### src/rtl/flash_loader.sv
// flash_loader: receives a byte stream (16-bit word count N, LSB first, then N 32-bit words,
// LSB first) and writes each word to the instruction flash. The CPU is held in reset until
// the load completes.
//
// Optional feature: define FLASH_LOADER_CHECKSUM_EN to require one trailing byte equal to the
// XOR of all data bytes. The load ends in err if that byte does not match.
//
// Ports:
//   clk, rst            clock; synchronous active-high reset
//   in_data/in_valid    byte stream input; a byte is accepted when in_valid && in_ready
//   in_ready            loader can take a byte this cycle
//   flash_addr/data/en  flash write port; en is a one-cycle strobe
//   cpu_rst             core reset; released only once the load is done
//   done / err          load finished / load aborted (both sticky until rst)
module flash_loader #(
  parameter int unsigned WIDTH      = 32,
  parameter int unsigned ADDR_WIDTH = 11,
  parameter int unsigned BASE_ADDR  = 0
) (
  input  logic             clk,
  input  logic             rst,
  input  logic [7:0]       in_data,
  input  logic             in_valid,
  output logic             in_ready,
  output logic [WIDTH-1:0] flash_addr,
  output logic [WIDTH-1:0] flash_data,
  output logic             flash_en,
  output logic             cpu_rst,
  output logic             done,
  output logic             err
);

  // Largest word count that fits in the flash.
  localparam int unsigned MaxWords = 1 << (ADDR_WIDTH - 2);

`ifdef FLASH_LOADER_CHECKSUM_EN
  typedef enum logic [2:0] {
    StLenLo, StLenHi, StData, StWrite, StCheck, StDone, StErr
  } state_e;
`else
  typedef enum logic [2:0] {
    StLenLo, StLenHi, StData, StWrite, StDone, StErr
  } state_e;
`endif

  state_e      state_q;
  logic [15:0] count_q;
  logic [15:0] word_idx_q;
  logic [1:0]  byte_idx_q;
  // Holds bytes 0..2 of the current word; byte 3 goes straight into flash_data.
  logic [23:0] word_q;
`ifdef FLASH_LOADER_CHECKSUM_EN
  logic [7:0]  csum_q;
`endif

  logic        accept;
  logic [15:0] len_full;

  assign accept   = in_valid & in_ready;
  assign len_full = {in_data, count_q[7:0]};

  always_comb begin
    in_ready = 1'b0;
    case (state_q)
      StLenLo, StLenHi, StData: in_ready = 1'b1;
`ifdef FLASH_LOADER_CHECKSUM_EN
      StCheck:                  in_ready = 1'b1;
`endif
      default:                  in_ready = 1'b0;
    endcase
  end

  always_ff @(posedge clk) begin
    if (rst) begin
      state_q    <= StLenLo;
      count_q    <= '0;
      word_idx_q <= '0;
      byte_idx_q <= '0;
      word_q     <= '0;
`ifdef FLASH_LOADER_CHECKSUM_EN
      csum_q     <= '0;
`endif
      flash_addr <= '0;
      flash_data <= '0;
      flash_en   <= 1'b0;
      cpu_rst    <= 1'b1;
      done       <= 1'b0;
      err        <= 1'b0;
    end else begin
      flash_en <= 1'b0;
      case (state_q)
        StLenLo: begin
          if (accept) begin
            count_q[7:0] <= in_data;
            state_q      <= StLenHi;
          end
        end
        StLenHi: begin
          if (accept) begin
            count_q <= len_full;
            if (32'(len_full) > MaxWords) begin
              state_q <= StErr;
              err     <= 1'b1;
            end else if (len_full == 16'd0) begin
`ifdef FLASH_LOADER_CHECKSUM_EN
              state_q <= StCheck;
`else
              state_q <= StDone;
              done    <= 1'b1;
              cpu_rst <= 1'b0;
`endif
            end else begin
              state_q <= StData;
            end
          end
        end
        StData: begin
          if (accept) begin
            word_q     <= {in_data, word_q[23:8]};
            byte_idx_q <= byte_idx_q + 2'd1;
`ifdef FLASH_LOADER_CHECKSUM_EN
            csum_q     <= csum_q ^ in_data;
`endif
            if (byte_idx_q == 2'd3) begin
              // Strobe and payload are registered here so they are valid throughout WRITE.
              state_q    <= StWrite;
              flash_en   <= 1'b1;
              flash_data <= WIDTH'({in_data, word_q});
              flash_addr <= WIDTH'(BASE_ADDR) + WIDTH'({word_idx_q, 2'b00});
            end
          end
        end
        StWrite: begin
          word_idx_q <= word_idx_q + 16'd1;
          if ((32'(word_idx_q) + 32'd1) < 32'(count_q)) begin
            state_q <= StData;
          end else begin
`ifdef FLASH_LOADER_CHECKSUM_EN
            state_q <= StCheck;
`else
            state_q <= StDone;
            done    <= 1'b1;
            cpu_rst <= 1'b0;
`endif
          end
        end
`ifdef FLASH_LOADER_CHECKSUM_EN
        StCheck: begin
          if (accept) begin
            if (in_data == csum_q) begin
              state_q <= StDone;
              done    <= 1'b1;
              cpu_rst <= 1'b0;
            end else begin
              state_q <= StErr;
              err     <= 1'b1;
            end
          end
        end
`endif
        StDone: state_q <= StDone;
        StErr:  state_q <= StErr;
        default: begin
          state_q <= StErr;
          err     <= 1'b1;
        end
      endcase
    end
  end

endmodule

### config.mk
export PLATFORM = sky130hd
export DESIGN_NAME = flash_loader
export DESIGN_NICKNAME = d
export VERILOG_FILES = /design/src/rtl/flash_loader.sv
export SDC_FILE = /design/constraint.sdc
export NUM_CORES = 1
export LEC_CHECK = 0
export CORE_ASPECT_RATIO = 2
export CORE_MARGIN = 1
export CORE_UTILIZATION = 48
export DETAILED_ROUTE_END_ITERATION = 16
export PLACE_DENSITY = 0.76
export SYNTH_ARGS = -nofsm -noshare
export SYNTH_HDL_FRONTEND = slang
export SYNTH_SLANG_ARGS = --single-unit
### constraint.sdc
create_clock -name clk -period 2.6 [get_ports clk]
set_clock_uncertainty 0.1 [all_clocks]
set_input_delay 0.65 -clock clk [delete_from_list [all_inputs] [get_ports clk]]
set_output_delay 0.65 -clock clk [all_outputs]
set_load 0.05 [all_outputs]
==> results of run 1 <==
flip-flops by register name (all words and copies together), names as in the netlist, 2 cells and up:
register / cells
word_q: 24
flash_addr: 16
byte_idx_q: 2
word_idx_q: 16
flash_data: 32
state_q: 3
count_q: 16
final timing paths:
check	slack (ps)	endpoint	start	cells after the start
max reg2reg	-9	state_q[1]	word_idx_q[0]	11
min	350	flash_addr[8]	flash_addr[8]	2
min reg2reg	350	flash_addr[8]	flash_addr[8]	2
max	-9	state_q[1]	word_idx_q[0]	11
logic make-up after synthesis:
family | count (synthesis)
and+or+nand+nor | 277
buffers and inverters | 74
adders and majority gates | 17
DFF | 113
AOI/OAI and AO/OA | 124
xor gates and xnor gates | 28
other | 1
power groups by stage:
stage	clock network [mW]	registers, mW	logic [mW]
2_1_floorplan	0	1.81	0.196
3_3_place_gp	0	1.80	0.264
3_5_place_dp	0	1.81	0.268
4_1_cts	2.64	1.77	0.273
5_1_grt	2.72	1.77	0.307
6_report	2.61	1.77	0.286
synthesized netlist by cell type (all sizes together):
master / n / area, sq um
a2111oi: 1 / 8.76
a21boi: 2 / 15.0
a21o: 5 / 37.5
a21oi: 101 / 505
a2bb2oi: 2 / 17.5
a311oi: 3 / 32.5
a32oi: 1 / 8.76
a41o: 1 / 10.0
a41oi: 1 / 8.76
and2: 4 / 25.0
and2b: 1 / 7.51
and3: 2 / 12.5
buf: 30 / 210
clkbuf: 24 / 93.8
conb: 1 / 3.75
dfxtp: 113 / 2260
ha: 17 / 213
inv: 20 / 75.1
nand2: 203 / 764
nand2b: 2 / 12.5
nand3: 11 / 60.1
nand4: 9 / 75.1
nand4b: 1 / 8.76
nor2: 27 / 111
nor2b: 1 / 6.26
nor3: 7 / 40.0
nor4: 4 / 40.0
o2111ai: 1 / 8.76
o21ai: 5 / 25.0
o31ai: 1 / 7.51
or2: 1 / 6.26
or3: 3 / 18.8
or4: 1 / 7.51
xnor2: 12 / 105
xor2: 16 / 140
metal layers:
| metal | global-route usage | vias to the layer above | share of wire |
|---|---|---|---|
| li1 | - | 2221 | - |
| met1 | 0.250 | 2121 | 0.35 |
| met2 | 0.472 | 143 | 0.56 |
| met3 | 0.0587 | 41 | 0.035 |
| met4 | 0.178 | 0 | 0.056 |
| met5 | 0 | - | 0 |
worst max-delay path, stage by stage, from the launching register on:
cell	delay (ps)
dfxtp_4	390
ha_4	150
nand3_4	110
nor3_4	170
nand3_1	120
xnor2_1	140
ha_1	320
a21oi_2	170
nor2_1	70
a2111oi_2	350
nand4b_1	180
a311oi_2	260
what timing repair did:
action                                  in CTS  in global routing
pin swaps                                    6                  6
endpoints found under the setup margin       5                  4
hold endpoints to repair                     0                  0
gates resized for setup                     12                 15
metrics by stage:
step | area, sq um | setup WS [ps] | hold WS, ps | power [mW]
2_1_floorplan | 5060 | -17.8 | 332 | 2.01
3_3_place_gp | 5890 | -71.9 | 342 | 2.07
3_5_place_dp | 5890 | -221 | 346 | 2.07
4_1_cts | 6610 | 0.739 | 353 | 4.68
5_1_grt | 6670 | -126 | 369 | 4.79
6_report | 6670 | -9.34 | 351 | 4.67
cell type report:
class	instances	area [sq um]
Clock buffer	18	429
Tap cell	135	169
Multi-Input combinational cell	462	2510
Clock inverter	14	238
Timing Repair Buffer	105	971
Fill cell	848	3410
Sequential cell	113	2280
Inverter	20	75.1
==> impl_metrics.env, run 1 <==
export IMPL_yosysSeqAreaShare=0.454
export IMPL_criticalPathCategory="reg -> reg"
export IMPL_fin_util=0.662
export IMPL_min_path_type="reg -> reg"
export IMPL_synthToLayoutAreaGrowth_pct=33.9
export IMPL_period_needed_ps=2610
export IMPL_required_ps=2830
export IMPL_root_buffer="clkbuf_16"
export IMPL_clockBufferDepth=2
export IMPL_grt_remaining_overflow=0
export IMPL_grt_first_pass_wirelength_mm=21.2
export IMPL_switching_share=0.222
export IMPL_synthMuxAreaShare=0
export IMPL_cts_tree="yes"
export IMPL_relSlewSlack=0.557
export IMPL_mostFrequentLayoutCell="nand2_1"
export IMPL_setup_viol=1
export IMPL_num_rows=52
export IMPL_start_util=0.494
export IMPL_coreArea_sq_um=10100
export IMPL_grt_pass1_vias=4452
export IMPL_antenna_found_initial=0
export IMPL_gp_congestion=0.917
export IMPL_vias_per_cell=5.22
export IMPL_rsz0062_at_grt="true"
export IMPL_totalWireLength_mm=13.3
export IMPL_p_sw_mw=1.04
export IMPL_p_per_area_nw_per_um2=699
export IMPL_hold_violations=0
export IMPL_cts_sinks=113
export IMPL_die_h_um=146
export IMPL_drt_wirelength_per_cell_um=15.3
export IMPL_fmax_mhz=383
export IMPL_synthSimpleGateAreaFrac=0.240
export IMPL_dp_cells=835
export IMPL_synth_compound_area_frac=0.138
export IMPL_endpoint_kind="register"
export IMPL_yosys_warnings=0
export IMPL_pwr_share_seq=0.379
export IMPL_synth_cell_types=46
export IMPL_netlist_area_sq_um=4980
export IMPL_cellInternalPower_mw=3.63
export IMPL_fin_setup_tns_ps=-9.34
export IMPL_layout_setup_ws_ps=-9.34
export IMPL_grt_max_degree=61
export IMPL_clkPwrFrac=0.560
export IMPL_portBuffers=63
export IMPL_drtAntennaViolNets=0
export IMPL_avgSynthCellArea_sq_um=7.86
export IMPL_worst_slew_pin_slew_ps=665
export IMPL_die_area_sq_um=10800
export IMPL_clock_latency_ps=420
export IMPL_synth_cells=634
export IMPL_die_w_um=74.1
export IMPL_grt_usage=0.262
export IMPL_postCtsSetupRepairBufs=0
export IMPL_synth_adder_area_share=0.0427
export IMPL_cts_hold_repair_buffers=0
export IMPL_violations="negative setup slack"
export IMPL_cp_start_kind="register"
export IMPL_stdcell_count=867
export IMPL_nets=747
export IMPL_outcome="finished with violations"
export IMPL_drive_above_1_share=0.143
export IMPL_timing_final_crit_share=1.00
export IMPL_crit_arrival_ps=2840
export IMPL_clkTransAtPathRegs_ps=50
export IMPL_ios=80
export IMPL_final_cell_mix="202 x nand2_1, 106 x dfxtp_1, 99 x a21oi_1"
export IMPL_drtIter0Drc=217
export IMPL_antenna_diode_count=0
export IMPL_hpwl_mm=9.31
export IMPL_dr_pass1_iters=5
export IMPL_synth_top_family_by_area="simple AND/OR/NAND/NOR gates"
export IMPL_ys_ff_latch=113
export IMPL_irDropWorstVdd_mv=0.785
export IMPL_cts_made_buffers=17
export IMPL_htree_levels=4
export IMPL_num_vias=4526
export IMPL_power_leakage_nw=2.51
export IMPL_combPwrFrac=0.061
export IMPL_drc_errors=0
export IMPL_maxCapViolations=0
export IMPL_synth_xor_area_share=0.0492
export IMPL_slew_viol_final=0
export IMPL_cp_max_fo=4
Note: power is estimated with default switching activity, not from simulation.
==> run 2: changes to the inputs <==
--- a/config.mk
+++ b/config.mk
@@ -5,10 +5,13 @@
 export SDC_FILE = /design/constraint.sdc
 export NUM_CORES = 1
 export LEC_CHECK = 0
+export ABC_AREA = 1
+export CAP_MARGIN = 20
 export CORE_ASPECT_RATIO = 2
 export CORE_MARGIN = 1
 export CORE_UTILIZATION = 48
 export DETAILED_ROUTE_END_ITERATION = 16
+export MAX_ROUTING_LAYER = met4
 export PLACE_DENSITY = 0.76
 export SYNTH_ARGS = -nofsm -noshare
 export SYNTH_HDL_FRONTEND = slang
==> run 2 against run 1 <==
  * The run now ends clean
  * Utilization down 2.2 points
  * Sequential share of layout area up 1.1 points
  * Via count increased by 1.2%
  * Register-to-register slack better by 98 ps
  * Combinational power rose by 23%
  * Critical path type unchanged
  * Critical endpoint is now cpu_rst
  * Largest cell class unchanged
==> impl_metrics.env, run 2 <==
export IMPL_worst_slew_pin_slew_ps=538
export IMPL_die_h_um=146
export IMPL_cp_start_kind="register"
export IMPL_netlist_area_sq_um=4970
export IMPL_required_ps=2790
export IMPL_synthTopCellsByArea="dfxtp_1 46%, o21ai_0 9.4%, a21oi_1 7.2%, nor2_1 6.0%, inv_1 5.7%"
export IMPL_outcome="finished, final reports clean"
export IMPL_portBuffers=63
export IMPL_rsz0062_at_grt="true"
export IMPL_dp_cells=828
export IMPL_synth_edf_count=0
export IMPL_placed_cell_area_sq_um=5680
export IMPL_mostFrequentLayoutCell="dfxtp_1"
export IMPL_yosysTopAreaCellShare=0.455
export IMPL_grt_first_pass_wirelength_mm=21.2
export IMPL_synth_top_area_cell="dfxtp_1"
export IMPL_clkTransAtPathRegs_ps=50
export IMPL_die_area_sq_um=10800
export IMPL_crit_arrival_ps=2710
export IMPL_num_vias=4579
export IMPL_maxCapViolations=0
export IMPL_gp_congestion=0.957
export IMPL_vias_per_cell=5.29
export IMPL_clock_latency_ps=410
export IMPL_avgSynthCellArea_sq_um=7.70
export IMPL_ys_ff_latch=113
export IMPL_period_needed_ps=2510
export IMPL_drive_above_1_share=0.138
export IMPL_nets=746
export IMPL_cts_made_buffers=17
export IMPL_synth_cell_types=28
export IMPL_dr_pass1_iters=4
export IMPL_drc_errors=0
export IMPL_die_w_um=73.9
export IMPL_setup_viol=0
export IMPL_start_util=0.493
export IMPL_coreArea_sq_um=10100
export IMPL_place_ws_ps=-66.7
export IMPL_finalInstanceArea_sq_um=6450
export IMPL_async_flop_share=0
export IMPL_drtIter0Drc=306
export IMPL_cp_max_fo=5
export IMPL_grt_usage=0.268
export IMPL_fmax_mhz=398
export IMPL_endpoint_kind="register"
export IMPL_top_regs="flash_data (32), word_q (24)"
export IMPL_grt_max_degree=92
export IMPL_htree_levels=4
export IMPL_timing_final_crit_share=0.966
export IMPL_drt_wirelength_per_cell_um=15.4
export IMPL_drtAntennaViolNets=0
export IMPL_totalWireLength_mm=13.3
export IMPL_layout_setup_ws_ps=88.4
export IMPL_hold_violations=0
export IMPL_root_buffer="clkbuf_16"
export IMPL_cts_tree="yes"
export IMPL_yosys_warnings=0
export IMPL_antenna_diode_count=0
export IMPL_final_cell_mix="109 x dfxtp_1, 92 x o21ai_0, 74 x nor2_1"
export IMPL_top_register="flash_data"
export IMPL_cts_hold_repair_buffers=0
export IMPL_synth_main_ff_cell="dfxtp_1"
export IMPL_criticalPathCategory="reg -> reg"
export IMPL_yosys_top_cells_count="113 x dfxtp_1, 93 x o21ai_0, 79 x nor2_1, 75 x inv_1, 71 x a21oi_1"
export IMPL_synthToLayoutAreaGrowth_pct=29.9
export IMPL_clockBufferDepth=2
export IMPL_hpwl_mm=9.36
export IMPL_largest_reg_flops=32
export IMPL_stdcell_count=866
export IMPL_grt_pass1_vias=4578
export IMPL_irDropWorstVdd_mv=0.609
export IMPL_cts_sinks=113
export IMPL_power_leakage_nw=2.82
export IMPL_antenna_found_initial=0
export IMPL_ios=80
export IMPL_min_path_type="reg -> reg"
export IMPL_yosysSeqAreaShare=0.455
export IMPL_synth_cells=645
export IMPL_grt_remaining_overflow=0
export IMPL_relSlewSlack=0.640
export IMPL_slew_viol_final=0
export IMPL_synth_most_common_cell="dfxtp_1"
export IMPL_num_rows=52
export IMPL_p_per_area_nw_per_um2=705
## run 2: changes by cell type after synthesis, moves of 5 or more
cell / change
a21oi_1: -30
inv_1: +55
inv_2: +5
nand2_1: -132
nand3_1: +25
nor2_1: +54
nor3_1: -5
o21ai_0: +88
o21ai_2: +10
xnor2_1: -12
## run 2: timing repair
item / 4_1_cts / 5_1_grt
resized for setup: 3 / 28
pin swaps: 1 / 19
endpoints found under the setup margin: 3 / 4
buffers inserted: 1 / 5
## run 2: report_power, final
group          internal, mW  switching [mW]  leakage, nW
logic                 0.103           0.250         1.61
registers              1.76          0.0191        0.916
clock network          1.54           0.868        0.297
## run 2: final cells by class
cell class	instances	area (sq um)
Clock buffer	18	439
Clock inverter	14	180
Fill cell	848	3630
Inverter	82	313
Multi-Input combinational cell	420	2280
Sequential cell	113	2270
Tap cell	135	169
Timing Repair Buffer	84	798
## run 2: worst paths after layout
check / end / slack [ps] / startpoint / depth (start not counted)
max reg2reg: cpu_rst / 90 / word_idx_q[2] / 18
min: cpu_rst / 350 / cpu_rst / 2
min reg2reg: cpu_rst / 350 / cpu_rst / 2
max: cpu_rst / 90 / word_idx_q[2] / 18
## run 2: per-stage QoR
step	hold slack [ps]	power, mW	util	TNS (ps)
finish	353	4.55	0.640	0
global route	386	4.68	0.640	-452
CTS	361	4.56	0.626	0
detailed placement	350	2.16	0.564	-153
global placement	344	2.15	0.564	0
floorplan	329	2.08	-	0
## run 2: cell families after synthesis
logic type	after synthesis	synth area share
fa+ha+maj	17	0.0428
flops	113	0.455
xor+xnor	13	0.0229
compound gates	178	0.188
simple gates	196	0.174
other cells	1	0.000755
buf+inv	127	0.116
## run 2: layer usage
layer / part of all wire / vias up / global-route usage
li1: - / 2211 / -
met1: 0.34 / 2160 / 0.242
met2: 0.56 / 141 / 0.461
met3: 0.032 / 67 / 0.0554
met4: 0.073 / 0 / 0.213
met5: 0 / - / -
## run 2: critical path, cell delays in order (launching register included)
cell	delay, ps
dfxtp_4	390
nand3_4	80
inv_2	60
nand4_1	190
nor2_4	180
nand2_2	90
xor2_2	170
ha_1	300
nand2_1	70
nor2_2	130
nand4_1	80
nor2_1	100
nand2_1	70
nand2_1	70
nand2_1	60
nand2_1	100
nand2_2	60
nand2_2	60
nand2_1	40
